**config.mk**
```make
export PLATFORM = sky130hd
export DESIGN_NAME = pacman_motion
export DESIGN_NICKNAME = d
export VERILOG_FILES = /design/src/rtl/pacman_pkg.sv /design/src/rtl/frame_edge_sync.sv /design/src/rtl/pacman_motion.sv
export SDC_FILE = /design/constraint.sdc
export NUM_CORES = 1
export LEC_CHECK = 0
export CAP_MARGIN = 20
export CORE_UTILIZATION = 50
export DETAILED_ROUTE_END_ITERATION = 8
export PLACE_DENSITY = 0.79
export SYNTH_ARGS = -nofsm -noshare
export SYNTH_HDL_FRONTEND = slang
export SYNTH_SLANG_ARGS = --single-unit
```
**constraint.sdc**
```tcl
create_clock -name Clk -period 3.4 [get_ports Clk]
set_clock_uncertainty 0.2 [all_clocks]
set_input_delay 0.68 -clock Clk [delete_from_list [all_inputs] [get_ports Clk]]
set_output_delay 0.68 -clock Clk [all_outputs]
set_load 0.02 [all_outputs]
```
**src/rtl/pacman_pkg.sv**
```systemverilog
// Shared types, key codes and the wall-probe helper for the Pac-Man motion logic.
package pacman_pkg;

  typedef enum logic [2:0] {
    DIR_NONE  = 3'd0,
    DIR_UP    = 3'd1,
    DIR_DOWN  = 3'd2,
    DIR_LEFT  = 3'd3,
    DIR_RIGHT = 3'd4
  } dir_t;

  typedef enum logic [1:0] {
    S_IDLE,
    S_PNEXT,
    S_PCUR,
    S_MOVE
  } state_t;

  localparam logic [7:0] KEY_W = 8'h1A;
  localparam logic [7:0] KEY_S = 8'h16;
  localparam logic [7:0] KEY_A = 8'h04;
  localparam logic [7:0] KEY_D = 8'h07;

  // Point one sprite radius plus one step ahead of the centre in direction d.
  // X folds back across the tunnel by the tunnel span; Y is plain 10-bit arithmetic.
  function automatic logic [19:0] probe_point(
    input dir_t       d,
    input logic [9:0] x,
    input logic [9:0] y,
    input logic [9:0] size,
    input logic [9:0] step,
    input logic [9:0] xmin,
    input logic [9:0] xmax
  );
    logic signed [11:0] px;
    logic signed [11:0] off;
    logic signed [11:0] lo;
    logic signed [11:0] hi;
    logic [9:0]         py;
    off = signed'({2'b00, 10'(size + step)});
    lo  = signed'({2'b00, xmin});
    hi  = signed'({2'b00, xmax});
    px  = signed'({2'b00, x});
    py  = y;
    case (d)
      DIR_UP:    py = y - (size + step);
      DIR_DOWN:  py = y + (size + step);
      DIR_LEFT:  px = px - off;
      DIR_RIGHT: px = px + off;
      default:   ;
    endcase
    if (px < lo) begin
      px = px + (hi - lo);
    end else if (px > hi) begin
      px = px - (hi - lo);
    end
    return {px[9:0], py};
  endfunction

endpackage

```
**src/rtl/frame_edge_sync.sv**
```systemverilog
// Brings an asynchronous frame strobe into the Clk domain and emits a one-cycle tick
// on each rising edge, three Clk cycles after the asynchronous edge.
module frame_edge_sync (
  input  logic Clk,
  input  logic Reset,
  input  logic async_in,
  output logic tick
);

  logic r_meta;
  logic r_sync;
  logic r_prev;
  logic r_tick;

  // Two-flop synchroniser, a delayed copy for edge compare, and a registered tick.
  always_ff @(posedge Clk or posedge Reset) begin
    if (Reset) begin
      r_meta <= 1'b0;
      r_sync <= 1'b0;
      r_prev <= 1'b0;
      r_tick <= 1'b0;
    end else begin
      r_meta <= async_in;
      r_sync <= r_meta;
      r_prev <= r_sync;
      r_tick <= r_sync & ~r_prev;
    end
  end

  assign tick = r_tick;

endmodule

```
**src/rtl/pacman_motion.sv**
```systemverilog
// Per-frame Pac-Man position controller: latches the last direction key, probes the
// wall mask for the requested and current headings, then steps once or stops.
module pacman_motion
  import pacman_pkg::*;
#(
  parameter logic [9:0] START_X   = 10'd150,
  parameter logic [9:0] START_Y   = 10'd236,
  parameter logic [9:0] SIZE      = 10'd4,
  parameter logic [9:0] STEP      = 10'd1,
  parameter logic [9:0] X_MIN     = 10'd0,
  parameter logic [9:0] X_MAX     = 10'd639,
  parameter int         PROBE_LAT = 1
) (
  input  logic       Clk,
  input  logic       Reset,
  input  logic       frame_clk,
  input  logic [7:0] keycode,
  input  logic       probe_wall,
  output logic [9:0] probe_x,
  output logic [9:0] probe_y,
  output logic [9:0] BallX,
  output logic [9:0] BallY,
  output logic [9:0] Ball_size,
  output logic [2:0] dir,
  output logic       busy,
  output logic       overrun
);

  localparam logic [1:0] LAT = 2'(PROBE_LAT);

  state_t             r_state;
  state_t             w_nextState;
  dir_t               r_nextDir;
  dir_t               r_reqDir;
  dir_t               r_dir;
  logic [1:0]         r_cnt;
  logic [9:0]         r_ballX;
  logic [9:0]         r_ballY;
  logic [9:0]         r_probeX;
  logic [9:0]         r_probeY;
  logic               r_overrun;
  logic [9:0]         w_moveX;
  logic [9:0]         w_moveY;
  logic signed [11:0] w_stepX;
  logic [19:0]        w_probeNext;
  logic [19:0]        w_probeCur;
  logic               w_tick;
  logic               w_busy;
  logic               w_sampleNow;
  logic               w_startFrame;
  logic               w_toCur;
  logic               w_takeNext;
  logic               w_curBlocked;

  frame_edge_sync u_frameSync (
    .Clk      (Clk),
    .Reset    (Reset),
    .async_in (frame_clk),
    .tick     (w_tick)
  );

  assign w_probeNext = probe_point(r_nextDir, r_ballX, r_ballY, SIZE, STEP, X_MIN, X_MAX);
  assign w_probeCur  = probe_point(r_dir, r_ballX, r_ballY, SIZE, STEP, X_MIN, X_MAX);

  // Remember the most recent W/S/A/D press; any other code leaves the request alone.
  always_ff @(posedge Clk or posedge Reset) begin
    if (Reset) begin
      r_nextDir <= DIR_NONE;
    end else begin
      case (keycode)
        KEY_W:   r_nextDir <= DIR_UP;
        KEY_S:   r_nextDir <= DIR_DOWN;
        KEY_A:   r_nextDir <= DIR_LEFT;
        KEY_D:   r_nextDir <= DIR_RIGHT;
        default: ;
      endcase
    end
  end

  // FSM state register.
  always_ff @(posedge Clk or posedge Reset) begin
    if (Reset) begin
      r_state <= S_IDLE;
    end else begin
      r_state <= w_nextState;
    end
  end

  // Decode strobes the FSM and datapath share; probe_wall is only trusted once the count hits LAT.
  always_comb begin
    w_busy       = (r_state != S_IDLE);
    w_sampleNow  = (r_cnt == LAT);
    w_startFrame = (r_state == S_IDLE) && w_tick;
    w_toCur      = (r_state == S_PNEXT) && w_sampleNow &&
                   ((r_reqDir == DIR_NONE) || probe_wall);
    w_takeNext   = (r_state == S_PNEXT) && w_sampleNow &&
                   (r_reqDir != DIR_NONE) && !probe_wall;
    w_curBlocked = (r_state == S_PCUR) && (r_dir != DIR_NONE) && w_sampleNow && probe_wall;
  end

  // Next-state logic: requested heading first, fall back to current heading, else stop.
  always_comb begin
    w_nextState = r_state;
    case (r_state)
      S_IDLE: begin
        if (w_tick) w_nextState = S_PNEXT;
      end
      S_PNEXT: begin
        if (w_sampleNow) begin
          w_nextState = ((r_reqDir == DIR_NONE) || probe_wall) ? S_PCUR : S_MOVE;
        end
      end
      S_PCUR: begin
        if (r_dir == DIR_NONE) begin
          w_nextState = S_IDLE;
        end else if (w_sampleNow) begin
          w_nextState = probe_wall ? S_IDLE : S_MOVE;
        end
      end
      S_MOVE: begin
        w_nextState = S_IDLE;
      end
      default: w_nextState = S_IDLE;
    endcase
  end

  // Probe address, latency counter and the request snapshot taken as the frame starts.
  always_ff @(posedge Clk or posedge Reset) begin
    if (Reset) begin
      r_cnt    <= '0;
      r_probeX <= '0;
      r_probeY <= '0;
      r_reqDir <= DIR_NONE;
    end else if (w_startFrame) begin
      r_reqDir             <= r_nextDir;
      {r_probeX, r_probeY} <= w_probeNext;
      r_cnt                <= '0;
    end else if (w_toCur) begin
      r_cnt <= '0;
      if (r_dir != DIR_NONE) {r_probeX, r_probeY} <= w_probeCur;
    end else if (((r_state == S_PNEXT) || (r_state == S_PCUR)) && !w_sampleNow) begin
      r_cnt <= r_cnt + 2'd1;
    end
  end

  // Heading: adopt the request when its path is open, drop to NONE when blocked ahead.
  always_ff @(posedge Clk or posedge Reset) begin
    if (Reset) begin
      r_dir <= DIR_NONE;
    end else if (w_takeNext) begin
      r_dir <= r_reqDir;
    end else if (w_curBlocked) begin
      r_dir <= DIR_NONE;
    end
  end

  // One-step position update with the horizontal tunnel fold; signed math avoids underflow.
  always_comb begin
    w_moveX = r_ballX;
    w_moveY = r_ballY;
    w_stepX = signed'({2'b00, r_ballX});
    case (r_dir)
      DIR_UP:   w_moveY = r_ballY - STEP;
      DIR_DOWN: w_moveY = r_ballY + STEP;
      DIR_LEFT: begin
        w_stepX = signed'({2'b00, r_ballX}) - signed'({2'b00, STEP});
        w_moveX = (w_stepX < signed'({2'b00, X_MIN})) ? X_MAX : w_stepX[9:0];
      end
      DIR_RIGHT: begin
        w_stepX = signed'({2'b00, r_ballX}) + signed'({2'b00, STEP});
        w_moveX = (w_stepX > signed'({2'b00, X_MAX})) ? X_MIN : w_stepX[9:0];
      end
      default: ;
    endcase
  end

  // Position only changes in the single move cycle of a frame.
  always_ff @(posedge Clk or posedge Reset) begin
    if (Reset) begin
      r_ballX <= START_X;
      r_ballY <= START_Y;
    end else if (r_state == S_MOVE) begin
      r_ballX <= w_moveX;
      r_ballY <= w_moveY;
    end
  end

  // Sticky flag for a frame tick that landed while an update was still running.
  always_ff @(posedge Clk or posedge Reset) begin
    if (Reset) begin
      r_overrun <= 1'b0;
    end else if (w_tick && w_busy) begin
      r_overrun <= 1'b1;
    end
  end

  assign probe_x   = r_probeX;
  assign probe_y   = r_probeY;
  assign BallX     = r_ballX;
  assign BallY     = r_ballY;
  assign Ball_size = SIZE;
  assign dir       = r_dir;
  assign busy      = w_busy;
  assign overrun   = r_overrun;

endmodule
```
### Word-level counts from Yosys, hierarchy flattened

Index checks and enable logic that the tools add are counted.

| storage, ports and cells | value |
|---|---|
| register bits after elaboration | 58 |
| input port bits | 12 |
| output and inout bits | 55 |
| word-level logic and storage cells | 116 |

| operators by class | value |
|---|---|
| add/subtract/negate cells | 13 |
| $lt $le $gt $ge | 6 |
| equal/unequal tests | 19 |
| mux-type cells | 31 |
| bitwise operators | 2 |
| reductions and logical operators | 31 |

Operators with widths:

| kind | number |
|---|---|
| 10-bit 2-to-1 mux | 12 |
| 10-bit case mux with 2 select lines | 4 |
| 12-bit case mux with 2 select lines | 2 |
| 12-bit by 11-bit > comparator with 1-bit output (second input constant) | 2 |
| 12-bit by 1-bit < comparator with 1-bit output (second input constant) | 2 |
| 10-bit adder (second input constant) | 2 |
| 10-bit subtractor (second input constant) | 2 |
| 8-bit by 3-bit == test with 1-bit output (second input constant) | 2 |
| 8-bit by 5-bit == test with 1-bit output (second input constant) | 2 |
| 2-bit 2-to-1 mux | 8 |
| 3-bit by 2-bit == test with 1-bit output (second input constant) | 4 |
| 3-bit case mux with 4 select lines | 1 |
| 2-bit nonzero test | 6 |
| 10-bit by 1-bit adder with 11-bit output (second input constant) | 1 |
| 10-bit by 3-bit adder with 11-bit output (second input constant) | 1 |
| 11-bit by 10-bit > comparator with 1-bit output (second input constant) | 1 |
| 11-bit by 1-bit < comparator with 1-bit output (second input constant) | 1 |
| 10-bit by 1-bit subtractor with 11-bit output (second input constant) | 1 |
| 10-bit by 3-bit subtractor with 11-bit output (second input constant) | 1 |
| 10-bit by 1-bit adder with 10-bit output (second input constant) | 1 |
| 10-bit by 3-bit adder with 10-bit output (second input constant) | 1 |
| 1-bit logical AND | 10 |
| 10-bit by 1-bit subtractor with 10-bit output (second input constant) | 1 |
| 10-bit by 3-bit subtractor with 10-bit output (second input constant) | 1 |
| 21 further kinds | 33 |

### Longest topological paths before layout

Gate-level depths: netlist of run 1.

| logic depth | value |
|---|---|
| word-level depth | 8 |
| depth in mapped cells | 14 |
| gate-level depth less buffers | 11 |

### Modules after synthesis

Synthesis of run 1 repeated with hierarchy kept, for this count alone.

| second synthesis, totals | value |
|---|---|
| cells, all modules | 743 |
| area, all modules | 5675.4 µm² |

Modules (own cells, without submodules):

| module | instances | cells an instance | area each (µm²) | sequential area each (µm²) |
|---|---|---|---|---|
| pacman_motion | 1 | 737 | 5557.8 | 1362.6 |
| frame_edge_sync | 1 | 6 | 117.6 | 100.1 |

### Worst setup path before layout of run 1

OpenSTA, ideal clock, no wires.

| timing path | value |
|---|---|
| kind | register to register |
| start | register r_ballX[1] (netlist: BallX[1]) |
| end | register r_probeX[6] (netlist: probe_x[6]) |
| setup time | 0.141 ns |
| data arrival time | 3.068 ns |
| required time | 3.059 ns |
| setup slack | -0.010 ns |
| cell stages (with the launch flop) | 14 |
| buffers on the path | 3 |
| clock period less this slack | 3.410 ns |
| path through | dfstp_2 -> buf_2 -> buf_2 -> inv_1 -> ha_1 -> nor2b_1 -> clkbuf_1 -> o32ai_1 -> xnor2_1 -> nand2_1 -> or3b_4 -> or4_1 -> a21oi_1 -> a211oi_1 |

| on the way | value |
|---|---|
| cells in the longest elaborated chain, start to end | 8 |
| elaborated cells on any way between the ends | 19 |
| those cells by class | add/sub (6); order compare (4); mux (9) |

RTL lines:

| what | line | RTL |
|---|---|---|
| start: declaration | pacman_motion.sv:37 | `logic [9:0] r_ballX;` |
| start signal: assignment | pacman_motion.sv:183 | `r_ballX <= w_moveX;` |
| 10-bit by 3-bit adder with 11-bit output or 10-bit by 3-bit subtractor with 11-bit output (tied branches) | pacman_pkg.sv:49, pacman_pkg.sv:48 |  |
| 12-bit case mux with 2 select lines | pacman_pkg.sv:45 | `case (d)` |
| 10-bit subtractor or 12-bit by 11-bit > comparator with 1-bit output (tied branches) | pacman_pkg.sv:55, pacman_pkg.sv:54 |  |
| 10-bit 2-to-1 mux | pacman_pkg.sv:54 | `end else if (px > hi) begin` |
| 10-bit 2-to-1 mux | pacman_pkg.sv:52 | `if (px < lo) begin` |
| 10-bit 2-to-1 mux | pacman_motion.sv:140 | `if (r_dir != DIR_NONE) {r_probeX, r_probeY} <= w_probeCur;` |
| 10-bit 2-to-1 mux | pacman_motion.sv:138 | `end else if (w_toCur) begin` |
| 10-bit 2-to-1 mux * | pacman_motion.sv:134 | `end else if (w_startFrame) begin` |
| end signal: assignment | pacman_motion.sv:136 | `{r_probeX, r_probeY} <= w_probeNext;` |
| end signal: assignment | pacman_motion.sv:140 |  |
| end: declaration | pacman_motion.sv:39 | `logic [9:0] r_probeX;` |

Mark *: on every way between the ends. The rest lies on a longest branch, timed or not. The select of a mux whose other input is x is not followed.
A chain may end at the register's enable or synchronous reset.

### Final worst setup path of run 1

| timing path | value |
|---|---|
| start | register r_dir[2] (netlist: dir[2]) |
| end | register r_probeX[4] (netlist: probe_x[4]) |

| on the way | value |
|---|---|
| cells in the longest elaborated chain, start to end | 8 |
| elaborated cells on any way between the ends | 15 |
| those cells by class | add/sub (2); order compare (2); eq/ne (2); mux (6); reduce/logical (3) |

RTL lines:

| what | line | RTL |
|---|---|---|
| start: declaration | pacman_motion.sv:35 | `dir_t r_dir;` |
| start signal: assignment | pacman_motion.sv:151 | `r_dir <= r_reqDir;` |
| 3-bit == test or 3-bit by 2-bit == test with 1-bit output (tied branches) | pacman_pkg.sv:45 |  |
| 12-bit case mux with 2 select lines | pacman_pkg.sv:45 |  |
| 10-bit subtractor or 12-bit by 11-bit > comparator with 1-bit output (tied branches) | pacman_pkg.sv:55, pacman_pkg.sv:54 |  |
| 10-bit 2-to-1 mux | pacman_pkg.sv:54 |  |
| 10-bit 2-to-1 mux | pacman_pkg.sv:52 |  |
| 10-bit 2-to-1 mux | pacman_motion.sv:140 |  |
| 10-bit 2-to-1 mux | pacman_motion.sv:138 |  |
| 10-bit 2-to-1 mux | pacman_motion.sv:134 |  |

Parallel ways exist; a longest one is shown, timed or not. The select of a mux whose other input is x is not followed.

==> metrics.cfg, run 1 <==
[run_status]
status=finished clean

[power_and_ir_drop]
ir_drop_mv=0.5207
p_leak_nw=2.705
power.density_mw_per_mm2=956.4

[detailed_routing]
routed_wl_mm=17.49
drc_errors=0
routed_via_density=6.602
detail_route.iter0.violations=544
antenna_left=0
first_pass_iters=5
wl_per_cell_um=18.57
vias=6219

[finish]
fin_nets=830
nFillCells=1015
final_common_cell=nand2_1
n_antenna_cell=0
final_cell_mix=nand2_1, nor2_1, a21oi_1
area_growth_pct=16.44
drive_gt1_share_pct=11.64
fin_area_mm2=0.006893
multi_input_area_mm2=0.004044
seq_area_mm2=0.001463
fin_cells=942
fin_util_pct=60.11

[worst_hold_path]
worstHoldPathCells=0
hp-class=reg -> reg
min_from=u_frameSync.r_meta
hold_end=u_frameSync.r_sync

[sta]
rsz0062_at_grt=no
timing.hold.ws_ns=0.1619
slew_headroom_pct=51.11
setup_viol=0
drv_slew=0
clock.fmax_ghz=0.3102
fin_crit_sh_pct=94.80
finalHoldViolCount=0
max_slew.worst_pin.slew_ns=0.7334
min_period_ns=3.223
finalSetupTns_ns=0

[clock_network]
postCtsSetupRepairBufs=0
clkSlewWorstSetupHoldPaths_ns=0.05
insertion_delay_ns=0.34
clock_sinks=58
cts_htree_levels=3
ctsLongestPathBuffers=2
cts_tree=yes
ctsRootBufferMaster=clkbuf_16
post_cts_resized=0
cts_hold_buf=0
cts_buffers=9

[synth]
synth_area_leader_cell=dfrtp_1
synthCells=755
synth.area.top_cells=dfrtp_1, a21oi_1, ha_1, nand2_1, dfstp_2
yosys.area.top_type_share_pct=20.71
ys_ff_latch=58
synth_edf_count=0
syn_area_per_cell_um2=7.840
async_reset_ff_share_pct=100.0
mappedNetlistArea_mm2=0.005919
yosysSeqAreaShare_pct=24.71
synth_cell_type_count=92
yosys_warnings=0
synth_ff_type=dfrtp_1

[setup_path]
required_ns=3.48
cp-end-kind=flip-flop
r2r-start=dir[2]
cp_cell_sequence=nand3b_1, buf_4, nand2_1, xnor2_1, ha_1, nand2_1, or4_1, a311oi_1, a21o_1
critPathKind=reg -> reg
crit_path_start_kind=flip-flop
slowest_stage=dfrtp_1
reg2reg_depth=9
crit_path_frequent_cell=nand2_1
max_stage_delay_ns=0.51
worst-r2r-setup-slack_ns=0.18
worstPathMaxFanout=12
worstPathArrival_ns=3.30
r2r-end=probe_x[4]

[placement]
place.gp.congestion=0.9394
port-buffer-count=56
numPlacedInstances=926
place_area_mm2=0.006600
dp_hpwl_mm=12.70

[grt]
grt_start_max_net_pins=33
grtUsageTotal_pct=29.12
grt_pass1_vias=5997
grt_pass1_wl_mm=29.20
antenna_found_initial=0
overflow=0

[floorplanning]
initial_utilization_pct=51.62
core_mm2=0.01147
io_pins=67
die_h_um=110.8
die_area_mm2=0.01228
die_w_um=110.8
rows=39

[run]
maxCapViolCount=0

[cells in the mapped netlist, types with 4 or more instances]
cell type  instances
xnor2_1           20
and3_1            10
a2111oi_0          6
a21o_1            11
nand4_1            6
a22oi_1            5
buf_6              6
o32ai_1            8
and4_1             7
nand2_1           66
o31ai_1            7
and2_1             9
inv_1             22
a22o_1             6
o211ai_1           8
nor3_1            24
mux2i_1            6
clkbuf_1          39
nor4_1             9
nor2_1            58
or3_1              7
o21a_1             8
a311oi_1           4
nand3b_1           6
a21oi_1           58
a221oi_1           6
nand3_1           19
or2_2              6
xor2_1             9
nor2b_1            9
or4_1              4
o22ai_1           20
buf_4             14
dfstp_2            9
nand4bb_1          4
ha_1              23
a211oi_1           8
nor3b_1            4
dfrtp_1           49
o21ai_0           45
buf_2             11
a31oi_1           15
nand2b_1           5
[power breakdown]
part | switching [mW] | internal [mW] | total [mW] | leakage, nW
Clock | 0.326 | 0.565 | 0.891 | 0.138
Combinational | 2.43 | 1.81 | 4.24 | 1.87
Sequential | 0.466 | 0.993 | 1.46 | 0.702
[worst max-delay path by stage]
stage	cells after the start	start	to	slack [ns]
floorplan	13	BallX[1]	probe_x[6]	0.07
global placement	11	dir[0]	BallY[9]	0.22
detailed placement	11	dir[2]	BallY[9]	0.11
CTS	11	dir[2]	BallY[9]	0.06
global route	9	BallX[0]	probe_x[0]	0.01
finish	9	dir[2]	probe_x[4]	0.18
[critical path: cells and delay by family, from the launching register on]
family | cells | cell delay, ns
simple gates | 4 | 1.05
flops | 1 | 0.51
xor+xnor | 1 | 0.47
compound gates | 2 | 0.42
fa+ha+maj | 1 | 0.29
buf+inv | 1 | 0.21
[final cells by class]
type	count	area share (%)
Tap cell	143	2.596
Multi-Input combinational cell	612	58.67
Sequential cell	58	21.22
Timing Repair Buffer	90	12.20
Clock buffer	13	3.485
Inverter	23	1.252
Clock inverter	3	0.5809
[sequential cells by signal (all words and copies together) (netlist names)]
name / flops
BallX: 10
BallY: 10
dir: 3
overrun: 1
probe_x: 10
probe_y: 10
r_cnt: 2
r_nextDir: 3
r_reqDir: 3
r_state: 2
u_frameSync.r_meta: 1
u_frameSync.r_prev: 1
u_frameSync.r_sync: 1
u_frameSync.tick: 1
[layer usage]
| layer | vias up | track usage, % | routed length, µm |
|---|---|---|---|
| met4 | 0 | 16.27 | 664 |
| li1 | 2867 | - | - |
| met2 | 341 | 48.36 | 8421 |
| met1 | 2952 | 35.70 | 7137 |
| met5 | - | 0 | 0 |
| met3 | 59 | 5.030 | 1269 |
[metrics by stage]
stage | power, mW | worst slack, ns
finish | 6.592 | 0.1767
global route | 7.062 | 0.01209
CTS | 6.512 | 0.05980
detailed placement | 5.588 | 0.1122
global placement | 5.443 | 0.2182
floorplan | 4.328 | 0.07133
[logic make-up after synthesis]
kind of cell,after synthesis,synth area share [%]
AND/OR/NAND/NOR,284,26.89
AO/OA/AOI/OAI,255,28.98
buffers and inverters,93,7.778
flip-flops,58,24.71
XOR/XNOR,32,5.115
adder cells (fa/ha/maj),24,5.200
multiplexers,7,1.205
other,2,0.1269
Note: power is estimated with default switching activity, not from simulation.
==> inputs of run 2 (changes only) <==
Settings changed: PLACE_DENSITY 0.79 to default, PLACE_DENSITY_LB_ADDON from default to 0.15.
==> run 2 against run 1 <==
Effect of this change:
- final area rose by 1.0%
- first-iteration DRC count fell by 22%
- sequential power barely moved
- register-to-register slack improved by 0.03 ns
- critical path type unchanged
- largest cell class unchanged
==> metrics.cfg, run 2 (synthesis gave the netlist of run 1 again) <==
[run_status]
status=finished clean

[sta]
rsz0062_at_grt=no
final.setup.worst_slack_ns=0.2020  ; +0.02526 ns
timing.hold.ws_ns=0.1469  ; -0.01502 ns
min_period_ns=3.198  ; -0.02526 ns
drv_slew=0  ; unchanged
setup_viol=0  ; unchanged
finalHoldViolCount=0  ; unchanged
slew_headroom_pct=54.07  ; +3.0 points
max_slew.worst_pin.slew_ns=0.6889  ; -0.04442 ns
fin_crit_sh_pct=94.06  ; -0.74 points
clock.fmax_ghz=0.3127  ; +0.79%
finalSetupTns_ns=0  ; unchanged

[clock_network]
clkSlewWorstSetupHoldPaths_ns=0.05  ; about the same
clock_sinks=58  ; unchanged
postCtsSetupRepairBufs=0  ; unchanged
cts_htree_levels=3  ; unchanged
cts_buffers=9  ; unchanged
insertion_delay_ns=0.34  ; about the same
ctsRootBufferMaster=clkbuf_16
cts_hold_buf=0  ; unchanged
cts_tree=yes
ctsLongestPathBuffers=2  ; unchanged

[detailed_routing]
wl_per_cell_um=18.22  ; -1.9%
first_pass_iters=4  ; -1
drc_errors=0  ; unchanged
vias=6070  ; -2.4%
antenna_left=0  ; unchanged
detail_route.iter0.violations=426  ; -22%
routed_via_density=6.416  ; -2.8%
routed_wl_mm=17.24  ; -1.5%

[floorplanning]
io_pins=67  ; unchanged
core_mm2=0.01147  ; unchanged
rows=39  ; unchanged
die_h_um=110.8  ; unchanged
die_area_mm2=0.01228  ; unchanged
initial_utilization_pct=51.62  ; unchanged
die_w_um=110.8  ; unchanged

[finish]
nFillCells=1006  ; -0.89%
n_antenna_cell=0  ; unchanged
area_growth_pct=17.61
fin_area_mm2=0.006962  ; +1.0%
drive_gt1_share_pct=12.45  ; +0.81 points
fin_nets=834  ; +0.48%
final_common_cell=nand2_1
final_cell_mix=nand2_1, nor2_1, a21oi_1

[run]
maxCapViolCount=0  ; unchanged

[setup_path]
r2r-start=BallX[1]
worst-r2r-setup-slack_ns=0.20  ; +0.03 ns
slowest_stage=dfstp_2
cp_cell_sequence=ha_1, inv_1, a2bb2oi_1, xnor2_2, nand2_1, or3b_4, or4_1, a21oi_1, a211oi_1
cp-end-kind=flip-flop
crit_path_start_kind=flip-flop
required_ns=3.42  ; -0.06 ns
max_stage_delay_ns=0.60  ; +0.09 ns
reg2reg_depth=9  ; unchanged
worstPathMaxFanout=10  ; -2
r2r-end=probe_x[6]
worstPathArrival_ns=3.22  ; -0.08 ns
critPathKind=reg -> reg

[placement]
place_area_mm2=0.006618  ; +0.27%
place.gp.congestion=0.9501  ; +1.1%
port-buffer-count=56  ; unchanged
dp_hpwl_mm=12.71  ; about the same
place_ws_ns=0.2215  ; +0.1093 ns

[grt]
grtUsageTotal_pct=28.54  ; -0.58 points
antenna_found_initial=0  ; unchanged
grt_pass1_wl_mm=28.55  ; -2.2%
overflow=0  ; unchanged
grt_pass1_vias=5818  ; -3.0%
grt_start_max_net_pins=33  ; unchanged

[worst_hold_path]
min_from=u_frameSync.r_meta
worstHoldPathCells=0  ; unchanged
hold_end=u_frameSync.r_sync
hp-class=reg -> reg

[power_and_ir_drop]
p_total_mw=6.671  ; +1.2%
p_leak_nw=2.733  ; +1.0%
power.density_mw_per_mm2=958.2  ; +0.19%
ir_drop_mv=0.5980  ; +15%

-- run 2: worst max-delay path by stage --
stage	startpoint	endpoint	slack, ns	depth (start not counted)
after floorplan	BallX[1]	probe_x[6]	0.07	13
after global placement	probe_wall	probe_x[8]	0.29	7
after detailed placement	BallX[1]	probe_x[6]	0.22	9
after CTS	BallX[0]	probe_x[0]	0.22	9
after global routing	BallX[1]	probe_x[4]	0.006	12
final	BallX[1]	probe_x[6]	0.20	9
-- run 2: cell type report --
cell class | count | area [µm²] | area share (%)
repair buffers | 94 | 858.3 | 12.33
clock inverters | 4 | 75.07 | 1.078
inverters | 23 | 86.33 | 1.240
clock buffers | 12 | 256.5 | 3.684
multi-input cells | 612 | 4044 | 58.09
flip-flops and latches | 58 | 1463 | 21.01
well taps | 143 | 178.9 | 2.570
-- run 2: stage by stage --
| stage | util, % | cells |
|---|---|---|
| after floorplan | - | 763 |
| after global placement | 57.71 | 930 |
| after detailed placement | 57.71 | 930 |
| after CTS | 60.60 | 946 |
| after global routing | 60.71 | 946 |
| final | 60.71 | 946 |
-- run 2: timing repair --
item / CTS / global route
endpoints found under the hold margin: 0 / 0
resized for setup: 0 / 3
setup endpoints to repair: 0 / 5
-- run 2: critical path: cells and delay by family (launching register included) --
kind                       cells  cell delay, ns
DFF                            1            0.60
adders and majority gates      1            0.37
and+or+nand+nor                3            0.97
xor gates and xnor gates       1            0.19
buffers and inverters          1            0.15
AOI/OAI and AO/OA              3            0.60
-- run 2: report_power, final --
group / internal [mW] / switching (mW)
Sequential: 0.993 / 0.450
Combinational: 1.82 / 2.39
Clock: 0.681 / 0.340
Total: 3.49 / 3.18
-- run 2: routing by layer --
layer  global-route usage, %  up-vias  share of wire [%]
met5                       0        -                  0
met4                   12.89        0                3.0
met3                   5.030       41                5.7
met2                   47.25      216                 48
met1                   36.23     2925                 43
li1                        -     2888                  -
==> inputs of run 3 (changes only) <==
Settings changed: CAP_MARGIN 20 to default, CTS_CLUSTER_DIAMETER from default to 60.
==> results of run 3 <==
Same layout as run 2: the final DEF is identical, and so are final timing and power.
